==> src/rtl/i2c_target.sv <==
`default_nettype none
// ============================================================================
// Module   : i2c_target
// Purpose  : I2C target (responder) for the EEPROM bus.
//            - Oversamples SCL/SDA on the system clock.
//            - Detects START and STOP conditions.
//            - Matches a 7-bit address and ACKs it.
//            - Moves bytes between the bus and a per-byte user interface.
//            SDA is open-drain: the block only ever pulls it low.
// Revision : 1.0 - initial release
// ============================================================================
module i2c_target #(
  parameter logic [6:0] DEV_ADDR = 7'h50,
  parameter int         FILT_LEN = 3
) (
  input  logic       clk,
  input  logic       rst_n,
  input  logic       scl_in,
  input  logic       sda_in,
  output logic       sda_oe,
  output logic [7:0] rx_data,
  output logic       rx_valid,
  input  logic       rx_ready,
  output logic       tx_req,
  input  logic [7:0] tx_data,
  output logic       busy
);

  localparam int             CW       = (FILT_LEN > 1) ? $clog2(FILT_LEN) : 1;
  localparam logic [CW-1:0]  CNT_MAX  = CW'(FILT_LEN - 1);
  localparam logic [CW-1:0]  CNT_ONE  = CW'(1);

  localparam logic [2:0] ST_IDLE      = 3'd0;
  localparam logic [2:0] ST_ADDR      = 3'd1;
  localparam logic [2:0] ST_ADDR_ACK  = 3'd2;
  localparam logic [2:0] ST_RX        = 3'd3;
  localparam logic [2:0] ST_RX_ACK    = 3'd4;
  localparam logic [2:0] ST_TX        = 3'd5;
  localparam logic [2:0] ST_TX_ACK    = 3'd6;
  localparam logic [2:0] ST_WAIT_STOP = 3'd7;

  // Line index 0 is SCL, index 1 is SDA.
  logic [1:0]    sync1_q, sync2_q, filt_q, prev_q;
  logic [CW-1:0] fcnt_q [2];

  logic [2:0] state_q, state_d;
  logic [3:0] bitcnt_q, bitcnt_d;
  logic [7:0] shift_q, shift_d;
  logic       sda_oe_q, sda_oe_d;
  logic [7:0] rx_data_q, rx_data_d;
  logic       rx_valid_q, rx_valid_d;
  logic       busy_q, busy_d;
  logic       rw_q, rw_d;
  logic       ack_q, ack_d;
  logic       mack_q, mack_d;
  logic       tx_req_c;

  logic scl_f, sda_f;
  logic scl_rise, scl_fall, sda_rise, sda_fall;
  logic start_det, stop_det;
  logic addr_match;

  // Synchronize both lines, then accept a new level only after it has been
  // seen FILT_LEN consecutive clocks. Idle bus level is high, so reset high
  // to avoid fake edges leaving reset.
  always_ff @(posedge clk or negedge rst_n) begin
    if (!rst_n) begin
      sync1_q   <= 2'b11;
      sync2_q   <= 2'b11;
      filt_q    <= 2'b11;
      prev_q    <= 2'b11;
      fcnt_q[0] <= '0;
      fcnt_q[1] <= '0;
    end else begin
      sync1_q <= {sda_in, scl_in};
      sync2_q <= sync1_q;
      prev_q  <= filt_q;
      for (int i = 0; i < 2; i++) begin
        if (sync2_q[i] == filt_q[i]) begin
          fcnt_q[i] <= '0;
        end else if (fcnt_q[i] == CNT_MAX) begin
          filt_q[i] <= sync2_q[i];
          fcnt_q[i] <= '0;
        end else begin
          fcnt_q[i] <= fcnt_q[i] + CNT_ONE;
        end
      end
    end
  end

  assign scl_f     = filt_q[0];
  assign sda_f     = filt_q[1];
  assign scl_rise  = filt_q[0] & ~prev_q[0];
  assign scl_fall  = ~filt_q[0] & prev_q[0];
  assign sda_rise  = filt_q[1] & ~prev_q[1];
  assign sda_fall  = ~filt_q[1] & prev_q[1];
  assign start_det = sda_fall & scl_f;
  assign stop_det  = sda_rise & scl_f;

  // General call (address 0) is never claimed.
  assign addr_match = (shift_q[7:1] == DEV_ADDR) && (shift_q[7:1] != 7'h00);

  // Protocol state machine: next-state and next-output computation.
  always_comb begin
    state_d    = state_q;
    bitcnt_d   = bitcnt_q;
    shift_d    = shift_q;
    sda_oe_d   = sda_oe_q;
    rx_data_d  = rx_data_q;
    rx_valid_d = 1'b0;
    busy_d     = busy_q;
    rw_d       = rw_q;
    ack_d      = ack_q;
    mack_d     = mack_q;
    tx_req_c   = 1'b0;

    if (stop_det) begin
      state_d  = ST_IDLE;
      sda_oe_d = 1'b0;
      busy_d   = 1'b0;
      bitcnt_d = 4'd0;
    end else if (start_det) begin
      // busy is deliberately kept across a repeated START.
      state_d  = ST_ADDR;
      sda_oe_d = 1'b0;
      bitcnt_d = 4'd0;
    end else begin
      case (state_q)
        ST_IDLE: begin
        end

        ST_ADDR: begin
          if (scl_rise) begin
            shift_d = {shift_q[6:0], sda_f};
            if (bitcnt_q != 4'd8) bitcnt_d = bitcnt_q + 4'd1;
          end else if (scl_fall && bitcnt_q == 4'd8) begin
            bitcnt_d = 4'd0;
            if (addr_match) begin
              sda_oe_d = 1'b1;
              busy_d   = 1'b1;
              rw_d     = shift_q[0];
              state_d  = ST_ADDR_ACK;
            end else begin
              busy_d  = 1'b0;
              state_d = ST_WAIT_STOP;
            end
          end
        end

        ST_ADDR_ACK: begin
          if (scl_fall) begin
            if (rw_q) begin
              tx_req_c = 1'b1;
              shift_d  = tx_data;
              sda_oe_d = ~tx_data[7];
              state_d  = ST_TX;
            end else begin
              sda_oe_d = 1'b0;
              state_d  = ST_RX;
            end
          end
        end

        ST_RX: begin
          if (scl_rise) begin
            shift_d = {shift_q[6:0], sda_f};
            if (bitcnt_q != 4'd8) bitcnt_d = bitcnt_q + 4'd1;
          end else if (scl_fall && bitcnt_q == 4'd8) begin
            bitcnt_d   = 4'd0;
            rx_data_d  = shift_q;
            rx_valid_d = 1'b1;
            state_d    = ST_RX_ACK;
          end
        end

        ST_RX_ACK: begin
          // rx_ready is taken in the rx_valid cycle; SCL is still low then.
          if (rx_valid_q) begin
            sda_oe_d = rx_ready;
            ack_d    = rx_ready;
          end else if (scl_fall) begin
            sda_oe_d = 1'b0;
            state_d  = ack_q ? ST_RX : ST_WAIT_STOP;
          end
        end

        ST_TX: begin
          if (scl_rise) begin
            if (bitcnt_q != 4'd8) bitcnt_d = bitcnt_q + 4'd1;
          end else if (scl_fall) begin
            if (bitcnt_q == 4'd8) begin
              bitcnt_d = 4'd0;
              sda_oe_d = 1'b0;
              state_d  = ST_TX_ACK;
            end else begin
              sda_oe_d = ~shift_q[6];
              shift_d  = {shift_q[6:0], 1'b0};
            end
          end
        end

        ST_TX_ACK: begin
          if (scl_rise) begin
            mack_d = ~sda_f;
          end else if (scl_fall) begin
            if (mack_q) begin
              tx_req_c = 1'b1;
              shift_d  = tx_data;
              sda_oe_d = ~tx_data[7];
              state_d  = ST_TX;
            end else begin
              sda_oe_d = 1'b0;
              state_d  = ST_WAIT_STOP;
            end
          end
        end

        ST_WAIT_STOP: begin
          sda_oe_d = 1'b0;
        end

        default: begin
          state_d  = ST_IDLE;
          sda_oe_d = 1'b0;
        end
      endcase
    end
  end

  // Protocol state registers.
  always_ff @(posedge clk or negedge rst_n) begin
    if (!rst_n) begin
      state_q    <= ST_IDLE;
      bitcnt_q   <= 4'd0;
      shift_q    <= 8'h00;
      sda_oe_q   <= 1'b0;
      rx_data_q  <= 8'h00;
      rx_valid_q <= 1'b0;
      busy_q     <= 1'b0;
      rw_q       <= 1'b0;
      ack_q      <= 1'b0;
      mack_q     <= 1'b0;
    end else begin
      state_q    <= state_d;
      bitcnt_q   <= bitcnt_d;
      shift_q    <= shift_d;
      sda_oe_q   <= sda_oe_d;
      rx_data_q  <= rx_data_d;
      rx_valid_q <= rx_valid_d;
      busy_q     <= busy_d;
      rw_q       <= rw_d;
      ack_q      <= ack_d;
      mack_q     <= mack_d;
    end
  end

  assign sda_oe   = sda_oe_q;
  assign rx_data  = rx_data_q;
  assign rx_valid = rx_valid_q;
  assign tx_req   = tx_req_c;
  assign busy     = busy_q;

endmodule
`default_nettype wire
==> config.mk <==
export PLATFORM = sky130hd
export DESIGN_NAME = i2c_target
export DESIGN_NICKNAME = d
export VERILOG_FILES = /design/src/rtl/i2c_target.sv
export SDC_FILE = /design/constraint.sdc
export NUM_CORES = 1
export LEC_CHECK = 0
export BUFFER_PORTS_ARGS = -buffer_cell sky130_fd_sc_hd__buf_2
export CORE_ASPECT_RATIO = 0.8
export CORE_MARGIN = 4
export CORE_UTILIZATION = 25
export DETAILED_ROUTE_END_ITERATION = 8
export GPL_TIMING_DRIVEN = 0
export PLACE_DENSITY = 0.51
export SYNTH_ARGS = -nofsm -noshare
export SYNTH_HDL_FRONTEND = slang
export SYNTH_SLANG_ARGS = --single-unit
==> constraint.sdc <==
create_clock -name clk -period 2.6 [get_ports clk]
set_clock_uncertainty 0.1 [all_clocks]
set_input_delay 0.39 -clock clk [delete_from_list [all_inputs] [get_ports clk]]
set_output_delay 0.39 -clock clk [all_outputs]
set_load 0.02 [all_outputs]
* Word level (Yosys, flattened, before mapping) *
Index checks and enable logic that the tools add are counted.

word-level totals
  output and inout port bits = 12
  word-level logic and storage cells = 177
  input port bits = 13
  register bits after elaboration = 41

cells by class
  mux-type cells = 77
  reductions and logical operators = 21
  add/subtract/negate cells = 3
  equality and inequality tests = 42
  bitwise gates (word level) = 17

operators by type and width
  operator              count
  $mux W8               9
  $ne A4 B4 Y1 const B  14
  $mux W3               17
  $mux W1               33
  $mux W4               8
  $pmux W8 S4           1
  $pmux W3 S6           1
  $ne A2 B2 Y1 const B  8
  $reduce_and A4 Y1     4
  $reduce_bool A8 Y1    2
  $ne A5 B5 Y1 const B  3
  $reduce_and A13 Y1    1
  $eq A3 B3 Y1 const B  4
  $reduce_and A12 Y1    1
  $not A1 Y1            11
  $mux W2               5
  $reduce_and A10 Y1    1
  $pmux W4 S2           1
  $reduce_bool A4 Y1    2
  $eq A7 B7 Y1 const B  1
  $reduce_bool A7 Y1    1
  $and A1 B1 Y1         6
  $eq A3 B2 Y1 const B  2
  $ne A2 B1 Y1 const B  3
  15 further kinds      21

* Depth between registers and ports, before layout *
Gate-level depths: netlist (run 1).

  depth after elaboration = 8
  mapped depth = 8

* Worst setup path before layout (run 1) *
OpenSTA, ideal clock, no wires.

  path type = register to register
  from = register prev_q[0]
  to = register rw_q
  path slack = 0.251 ns
  arrival = 2.122 ns
  buffers on the path = 0
  cell stages (with the launch flop) = 7
  setup time = 0.128 ns
  path through = dfstp_2 inv_1 ha_1 or4b_1 or4_4 nor3b_2 mux2_1

on the way
  longest elaborated chain between the ends = 4
  elaborated cells on any way between the ends = 6

RTL lines
  element                        RTL line  RTL
  start: declaration             43        logic [1:0] sync1_q, sync2_q, filt_q, prev_q;
  start signal: assignment       77        prev_q <= filt_q;
  $not A1 Y1                     93        assign scl_rise = filt_q[0] & ~prev_q[0];
  $and A1 B1 Y1                  93
  $not A1 Y1 (no line)           --
  $reduce_and A6 Y1 (no line) *  --
  end signal: assignment         251       rw_q <= rw_d;
  end: declaration               53        logic rw_q, rw_d;

Mark *: on every way between the ends. The rest lies on a longest branch, timed or not.
A chain may end at the register's enable or synchronous reset.

* Worst setup path in the final report (run 1) *
  from = register filt_q[0]
  to = register rw_q

on the way
  longest elaborated chain between the ends = 4
  elaborated cells on any way between the ends = 10

RTL lines
  element                           RTL line  RTL
  start: declaration                43
  start signal: indexed assignment  82        filt_q[i] <= sync2_q[i];
  $not A1 Y1                        94        assign scl_fall = ~filt_q[0] & prev_q[0];
  $and A1 B1 Y1                     94
  $logic_and A1 B1 Y1               136       end else if (scl_fall && bitcnt_q == 4'd8) begin
  $reduce_and A6 Y1 (no line) *     --

Marks and branches as above.

==> results.md, run 1 <==
* Clk slew on worst S/H paths at 60 ps
* Fill count at 902
* LEAKAGE at 0.00113 uW
* Post-Syn Instances at 208
* Share of cells above drive strength 1 at 0.328
* Critical path required time at 2670 ps
* Die Y at 93.1 um
* Hold Crit Endpoint: sync1_q[1]
* Slowest CP cell: or4_4
* Startpoint types: flop
* Top cell family by delay on the critical path: simple AND/OR/NAND/NOR gates
* GPL Wtd Cong at 0.855
* Max VDD drop at 345 uV
* Global-route wire length before repair at 9.22 mm
* FMAX at 0.404 GHz
* Crit Path Max Fanout at 10
* Vias per inst at 5.05
* Hold Slack at 104 ps
* FF/Latch Area at 0.00104 mm^2
* CP max stage delay at 590 ps
* Reg2reg start: filt_q[0]
* HPWL after detailed placement at 3.83 mm
* H-tree Lvls at 2
* WS Path Type: flop to flop
* Reg2reg setup slack at 120 ps
* Antenna-violating nets left at 0
* Fraction of registers with async set/reset at 1.00
* Nets@finish at 257
* Final Non-Filler Cells at 353
* Setup TNS at 0 ps
* Status: completed
* Width of the die at 114 um
* Max-cap violations at 0
* Final WS setup at 123 ps
* Final Cycle Share at 0.953
* CTS tree: yes
* CP Buf/Inv Count at 2
* Most frequent cell after synthesis: dfrtp_1
* HP Class: primary input to flop
* # hold bufs at CTS at 0
* Starting density of the core at 0.262
* Synth area leaders: dfrtp_1 37%, mux2_2 13%, dfstp_2 9.3%, ha_1 2.2%, a21oi_1 2.0%
* Full die area at 0.0106 mm^2
* Routed vias at 1783
* Final wirelength at 5.36 mm
* CP most frequent cell: inv_1
* Yosys reg bits at 41
* Root cell of the clock tree: clkbuf_16
* Syn Area/Cell at 10.9 um^2
* DRC Markers at 0
* Ys Warns at 0
* Area grow syn2layout at 18.6%
* Sequential share of the synthesized area at 0.458
* RSZ-0062 raised after global routing: false
* CP Cell Sequence: inv_1, ha_1, inv_1, or4_4, nor3b_2, mux2_1
* Total power divided by cell area at 853 mW/mm^2
* Placed cells at 344
* Drt first pass iters at 5
* Core Footprint at 0.00863 mm^2
* Clk sinks at 41
* WP data arrival at 2540 ps
* Avg WL per Cell at 15.2 um
* Cell taking the most area after synthesis: dfrtp_1
* Slew margin rel. at 0.380
* Yosys top cell area share at 0.365
* Post-synth EDFFs at 0
* Buffers on Ports at 24
* Initial antenna violation count at 0
* Post-Synthesis Cell Area at 0.00226 mm^2
* Clock buffer depth at 2
* Worst Hold Launch: sda_in
* Overflow after GRT at 0
* Crit path time final at 2480 ps
* Syn nets at 225
* Core Util, Final at 0.311
* Yosys cell types at 51
* CTS Buf Count at 5
* Multi-input gate area at 0.00114 mm^2
* Largest net degree at the start of global routing at 42
* R2R cell count at 6
* Clk_lat worst skew at 280 ps
* Initial DRC count at 144
* Worst slack, placed at -57.6 ps
* Critical register-to-register path endpoint: rw_q
* Synth cell count leaders: 33 x dfrtp_1, 26 x mux2_2, 11 x nand2_1
* Slew @ Worst Pin at 930 ps
* Number of top-level pins at 25
* Slew Limit Fails at 0
* # setup viols final at 0
* Final hold violation count at 0
* Inserted Diodes at 0
* Prevailing post-synth register cell: dfrtp_1
* Vias in the first global route at 1677
* Row cnt at 30
* WHS Path Cells at 1
* GR Util All Layers at 0.108
* Crit. End Element: flop
[layout make-up]
cell class              count  share of cell area
plain buffers              11              0.0196
clock buffers               6              0.0480
clock inverters             2             0.00559
inverters                   9              0.0126
multi-input cells         146               0.426
flip-flops and latches     41               0.386
well taps                 112              0.0522
repair buffers             26              0.0503
[cell families after synthesis]
logic type               synth area share
AND/OR/NAND/NOR                     0.185
AO/OA/AOI/OAI                       0.132
flip-flops                          0.458
multiplexers                        0.152
buffers and inverters              0.0393
adder cells (fa/ha/maj)            0.0221
XOR/XNOR                           0.0116
[layout by cell type, fill, tap and decap left out, drive strengths merged, types with 4 or more instances in the layout]
master,synthesis,final
dfrtp,33,33
buf,4,30
mux2,27,27
clkbuf,8,13
nand2,11,11
inv,9,9
a21oi,9,9
nor2,8,8
dfstp,8,8
nand3,7,7
nand3b,6,6
o21ai,6,6
nor3,5,5
nor3b,5,5
nor2b,4,4
mux2i,4,4
ha,4,4
[worst max-delay path by stage]
stage          startpoint         end  slack (ps)  cells after the start
4_1_cts         prev_q[0]      tx_req          40                      7
3_5_place_dp    filt_q[0]  rx_data[2]         -60                      6
6_report        filt_q[0]        rw_q         120                      6
3_3_place_gp    filt_q[0]  rx_data[2]         -80                      6
2_1_floorplan   prev_q[0]        rw_q         250                      6
5_1_grt         prev_q[0]      tx_req           6                      7
[metal layers]
| metal | track usage | wire length, um | vias up |
|---|---|---|---|
| li1 | - | - | 844 |
| met1 | 0.176 | 2810 | 856 |
| met2 | 0.141 | 2130 | 77 |
| met3 | 0.0239 | 394 | 6 |
| met4 | 0.0237 | 35 | 0 |
| met5 | 0 | 0 | - |
[registers in the layout (all words and copies together), names as in the netlist]
name      cells
sync2_q       2
prev_q        2
busy          1
ack_q         1
fcnt_q        4
shift_q       8
rw_q          1
mack_q        1
bitcnt_q      4
state_q       3
sync1_q       2
rx_valid      1
rx_data       8
filt_q        2
sda_oe        1
[worst reg2reg max path, delay by kind of cell (launching register included)]
kind                       cells  cell delay (ps)
muxes                          1              330
and+or+nand+nor                2              770
buffers and inverters          2              340
adders and majority gates      1              410
DFF                            1              410
[timing repair]
action | 4_1_cts | 5_1_grt
resized for setup | 0 | 3
pin swaps | 1 | 0
setup endpoints to repair | 9 | 2
setup buffers | 2 | 0
[power by group]
group          switching, uW  internal [uW]
clock network            257            356
logic                    413            347
registers                120            797
[metrics by stage]
| step | instance area, um^2 | power [uW] |
|---|---|---|
| after detailed placement | 2520 | 1680 |
| after floorplan | 2260 | 1480 |
| final | 2680 | 2290 |
| after CTS | 2680 | 2310 |
| after global routing | 2680 | 2460 |
| after global placement | 2520 | 1670 |
(Power assumes the default switching activity.)
==> inputs of run 2 (changes only) <==
--- a/config.mk
+++ b/config.mk
@@ -5,13 +5,15 @@
 export SDC_FILE = /design/constraint.sdc
 export NUM_CORES = 1
 export LEC_CHECK = 0
+export ABC_AREA = 1
 export BUFFER_PORTS_ARGS = -buffer_cell sky130_fd_sc_hd__buf_2
-export CORE_ASPECT_RATIO = 0.8
+export CORE_ASPECT_RATIO = 1.2
 export CORE_MARGIN = 4
 export CORE_UTILIZATION = 25
+export CTS_BUF_LIST = sky130_fd_sc_hd__clkbuf_16
 export DETAILED_ROUTE_END_ITERATION = 8
 export GPL_TIMING_DRIVEN = 0
-export PLACE_DENSITY = 0.51
+export PLACE_DENSITY = 0.5
 export SYNTH_ARGS = -nofsm -noshare
 export SYNTH_HDL_FRONTEND = slang
 export SYNTH_SLANG_ARGS = --single-unit
==> results.md, run 2 <==
* Max-cap violations at 0 (unchanged)
* Drt first pass iters at 4 (was 5)
* # setup viols final at 0 (unchanged)
* Initial antenna violation count at 0 (unchanged)
* Most frequent cell after synthesis: nand2_1 (was dfrtp_1)
* Sequential share of the synthesized area at 0.431 (was 0.458)
* Vias in the first global route at 2057 (was 1677)
* Global-route wire length before repair at 9.97 mm (was 9.22 mm)
* Yosys reg bits at 41 (unchanged)
* Clk_lat worst skew at 290 ps (was 280 ps)
* Slowest CP cell: dfstp_2 (was or4_4)
* HPWL after detailed placement at 4.44 mm (was 3.83 mm)
* Critical register-to-register path endpoint: shift_q[7] (was rw_q)
* Die Y at 115 um (was 93.1 um)
* Final WS setup at 338 ps (was 123 ps)
* Yosys top cell area share at 0.344 (was 0.365)
* R2R cell count at 8 (was 6)
* FMAX at 0.442 GHz (was 0.404 GHz)
* CP Capture Point: shift_q[7] (was rw_q)
* # hold bufs at CTS at 0 (unchanged)
* Clk sinks at 41 (unchanged)
* Synth Area in Adders at 0.0208 (was 0.0221)
* Routed vias at 2102 (was 1783)
* Ys Warns at 0 (unchanged)
* Starting density of the core at 0.261 (was 0.262)
* Syn Area/Cell at 7.61 um^2 (was 10.9 um^2)
* Share of cells above drive strength 1 at 0.221 (was 0.328)
* Setup TNS at 0 ps (unchanged)
* Crit path depth at 8 (was 6)
* GR Util All Layers at 0.111 (was 0.108)
* Critical path required time at 2680 ps (was 2670 ps)
* CP Buf/Inv Count at 1 (was 2)
* Antenna-violating nets left at 0 (unchanged)
* Inserted Diodes at 0 (unchanged)
* Largest net degree at the start of global routing at 42 (unchanged)
* Vias per inst at 4.49 (was 5.05)
* Avg WL per Cell at 12.5 um (was 15.2 um)
* Compound-Gate Fraction of Synth Area at 0.0791 (was 0.132)
* Initial DRC count at 138 (was 144)
* Resize count post-CTS at 0 (unchanged)
* Post-Synth Simple-Gate Area at 0.377 (was 0.185)
* Prevailing post-synth register cell: dfrtp_1 (unchanged)
* Crit path time final at 2260 ps (was 2480 ps)
* Yosys cell types at 29 (was 51)
* Nets@finish at 364 (was 257)
* Final Cycle Share at 0.870 (was 0.953)
* Max VDD drop at 479 uV (was 345 uV)
* CP most frequent cell: nand2_1 (was inv_1)
* LEAKAGE at 0.00145 uW (was 0.00113 uW)
* Cell taking the most area after synthesis: dfrtp_1 (unchanged)
* Buffers on Ports at 24 (unchanged)
* H-tree Lvls at 2 (unchanged)
* Placed cells at 460 (was 344)
* CP max stage delay at 620 ps (was 590 ps)
* Synth area leaders: dfrtp_1 34%, nand2_1 15%, dfstp_2 8.7%, nand3_1 5.8%, nor2_1 4.7% (was dfrtp_1 37%, mux2_2 13%, dfstp_2 9.3%, ha_1 2.2%, a21oi_1 2.0%)
* Post-Syn Instances at 316 (was 208)
* Synth Area in XOR/XNOR at 0.0146 (was 0.0116)
* Status: completed (unchanged)
* Area grow syn2layout at 17.2% (was 18.6%)
* Reg2reg start: filt_q[0] (unchanged)
* Post-CTS setup buffer count at 0 (was 2)
* Startpoint types: flop (unchanged)
* Width of the die at 97.5 um (was 114 um)
* Most frequent cells in the layout: 97 x nand2_1, 33 x dfrtp_1, 30 x nor2_1 (was 33 x dfrtp_1, 26 x buf_2, 26 x mux2_2)
* HP Class: primary input to flop (unchanged)
* Fraction of registers with async set/reset at 1.00 (unchanged)
* Critical path origin: filt_q[0] (unchanged)
* CTS Buf Count at 5 (unchanged)
* Core Footprint at 0.00922 mm^2 (was 0.00863 mm^2)
* WS Path Type: flop to flop (unchanged)
* Crit. End Element: flop (unchanged)
* Reg2reg setup slack at 340 ps (was 120 ps)
* Post-synthesis mux area share at 0 (was 0.152)
* Final Non-Filler Cells at 468 (was 353)
* Commonest non-fill, non-tap cell in the layout: nand2_1 (was dfrtp_1)
* Post-synth EDFFs at 0 (unchanged)
* Synth cell count leaders: 97 x nand2_1, 33 x dfrtp_1, 30 x nor2_1 (was 33 x dfrtp_1, 26 x mux2_2, 11 x nand2_1)
* Syn nets at 333 (was 225)
* Slew Limit Fails at 0 (unchanged)
* Core Util, Final at 0.305 (was 0.311)
* DP Area at 0.00267 mm^2 (was 0.00252 mm^2)
* Crit Path Max Fanout at 9 (was 10)
* Clock buffer depth at 2 (unchanged)
* Number of top-level pins at 25 (unchanged)
* Root cell of the clock tree: clkbuf_16 (unchanged)
* Total power divided by cell area at 1310 mW/mm^2 (was 853 mW/mm^2)
* Clk slew on worst S/H paths at 60 ps (about the same)
* Final wirelength at 5.83 mm (was 5.36 mm)
* RSZ-0062 raised after global routing: false (unchanged)
* Slew margin rel. at 0.386 (was 0.380)
* Top cell family by delay on the critical path: simple AND/OR/NAND/NOR gates (unchanged)
* DRC Markers at 0 (unchanged)
* Slew @ Worst Pin at 922 ps (was 930 ps)
* Fin area at 0.00282 mm^2 (was 0.00268 mm^2)
* CTS tree: yes (unchanged)
* WP data arrival at 2340 ps (was 2540 ps)
* Main combinational cell family by area after synthesis: simple AND/OR/NAND/NOR gates (unchanged)
* Full die area at 0.0113 mm^2 (was 0.0106 mm^2)
* Overflow after GRT at 0 (unchanged)
* Worst slack, placed at 350 ps (was -57.6 ps)
* GPL Wtd Cong at 0.881 (was 0.855)
* Final hold violation count at 0 (unchanged)
* CP Cell Sequence: ha_1, inv_1, nand3_1, o21ai_1, nor3_4, nand2_4, nand2_1, nand2_1 (was inv_1, ha_1, inv_1, or4_4, nor3b_2, mux2_1)
* Post-Synthesis Cell Area at 0.00240 mm^2 (was 0.00226 mm^2)
* Row cnt at 38 (was 30)
## run 2: cell types whose count changed in the layout (fill, tap and decap cells not counted), sizes merged, moves of 5 or more
| cell | change |
|---|---|
| a21oi | +6 |
| clkbuf | -8 |
| inv | +23 |
| mux2 | -27 |
| nand2 | +94 |
| nand3 | +29 |
| nand3b | -5 |
| nor2 | +30 |
| nor3b | -5 |
| o21ai | +13 |
## run 2: kinds of logic (layout without fill, tap and decap cells)
family,after synthesis,count (layout)
AOI/OAI and AO/OA,37,37
DFF,41,41
and+or+nand+nor,191,191
adders and majority gates,4,4
buffers and inverters,39,71
xor gates and xnor gates,4,4
## run 2: per-stage QoR
step / hold WS (ps) / power (uW)
final: 100 / 3680
after global routing: 84.5 / 4070
after CTS: 86.4 / 3730
after detailed placement: 249 / 3090
after global placement: 248 / 3070
after floorplan: -5.59 / 2630
## run 2: layout make-up
cell class,instances,area (um^2)
sequential,41,1040
clock buffer,5,125
fill,1030,6410
timing repair buffer,24,120
clock inverter,3,17.5
inverter,33,131
buffer,6,55.1
multi-input combinational,236,1180
tap,120,150
## run 2: how the worst min path moves through the flow
| stage | from | to | slack (ps) | depth (start not counted) |
|---|---|---|---|---|
| 6_report | scl_in | sync1_q[0] | 100 | 1 |
| 3_3_place_gp | sync1_q[0] | sync2_q[0] | 250 | 0 |
| 3_5_place_dp | sync1_q[0] | sync2_q[0] | 250 | 0 |
| 5_1_grt | sda_in | sync1_q[1] | 80 | 1 |
| 4_1_cts | sda_in | sync1_q[1] | 90 | 1 |
| 2_1_floorplan | rst_n | ack_q | -6 | 0 |
## run 2: worst register-to-register path, stage by stage (launching register included)
cell,delay (ps)
dfstp_2,620
ha_1,330
inv_1,160
nand3_1,150
o21ai_1,110
nor3_4,390
nand2_4,150
nand2_1,100
nand2_1,50
## run 2: where the power goes
part	internal [uW]	total, uW	switching (uW)
logic	701	2070	1370
clock network	352	612	260
registers	851	997	146
## run 2: metal layers
metal	wire, um	track usage	vias to the layer above
met4	124	0.0526	0
li1	-	-	1084
met3	167	0.0193	7
met1	2640	0.135	978
met5	0	0	-
met2	2910	0.192	33
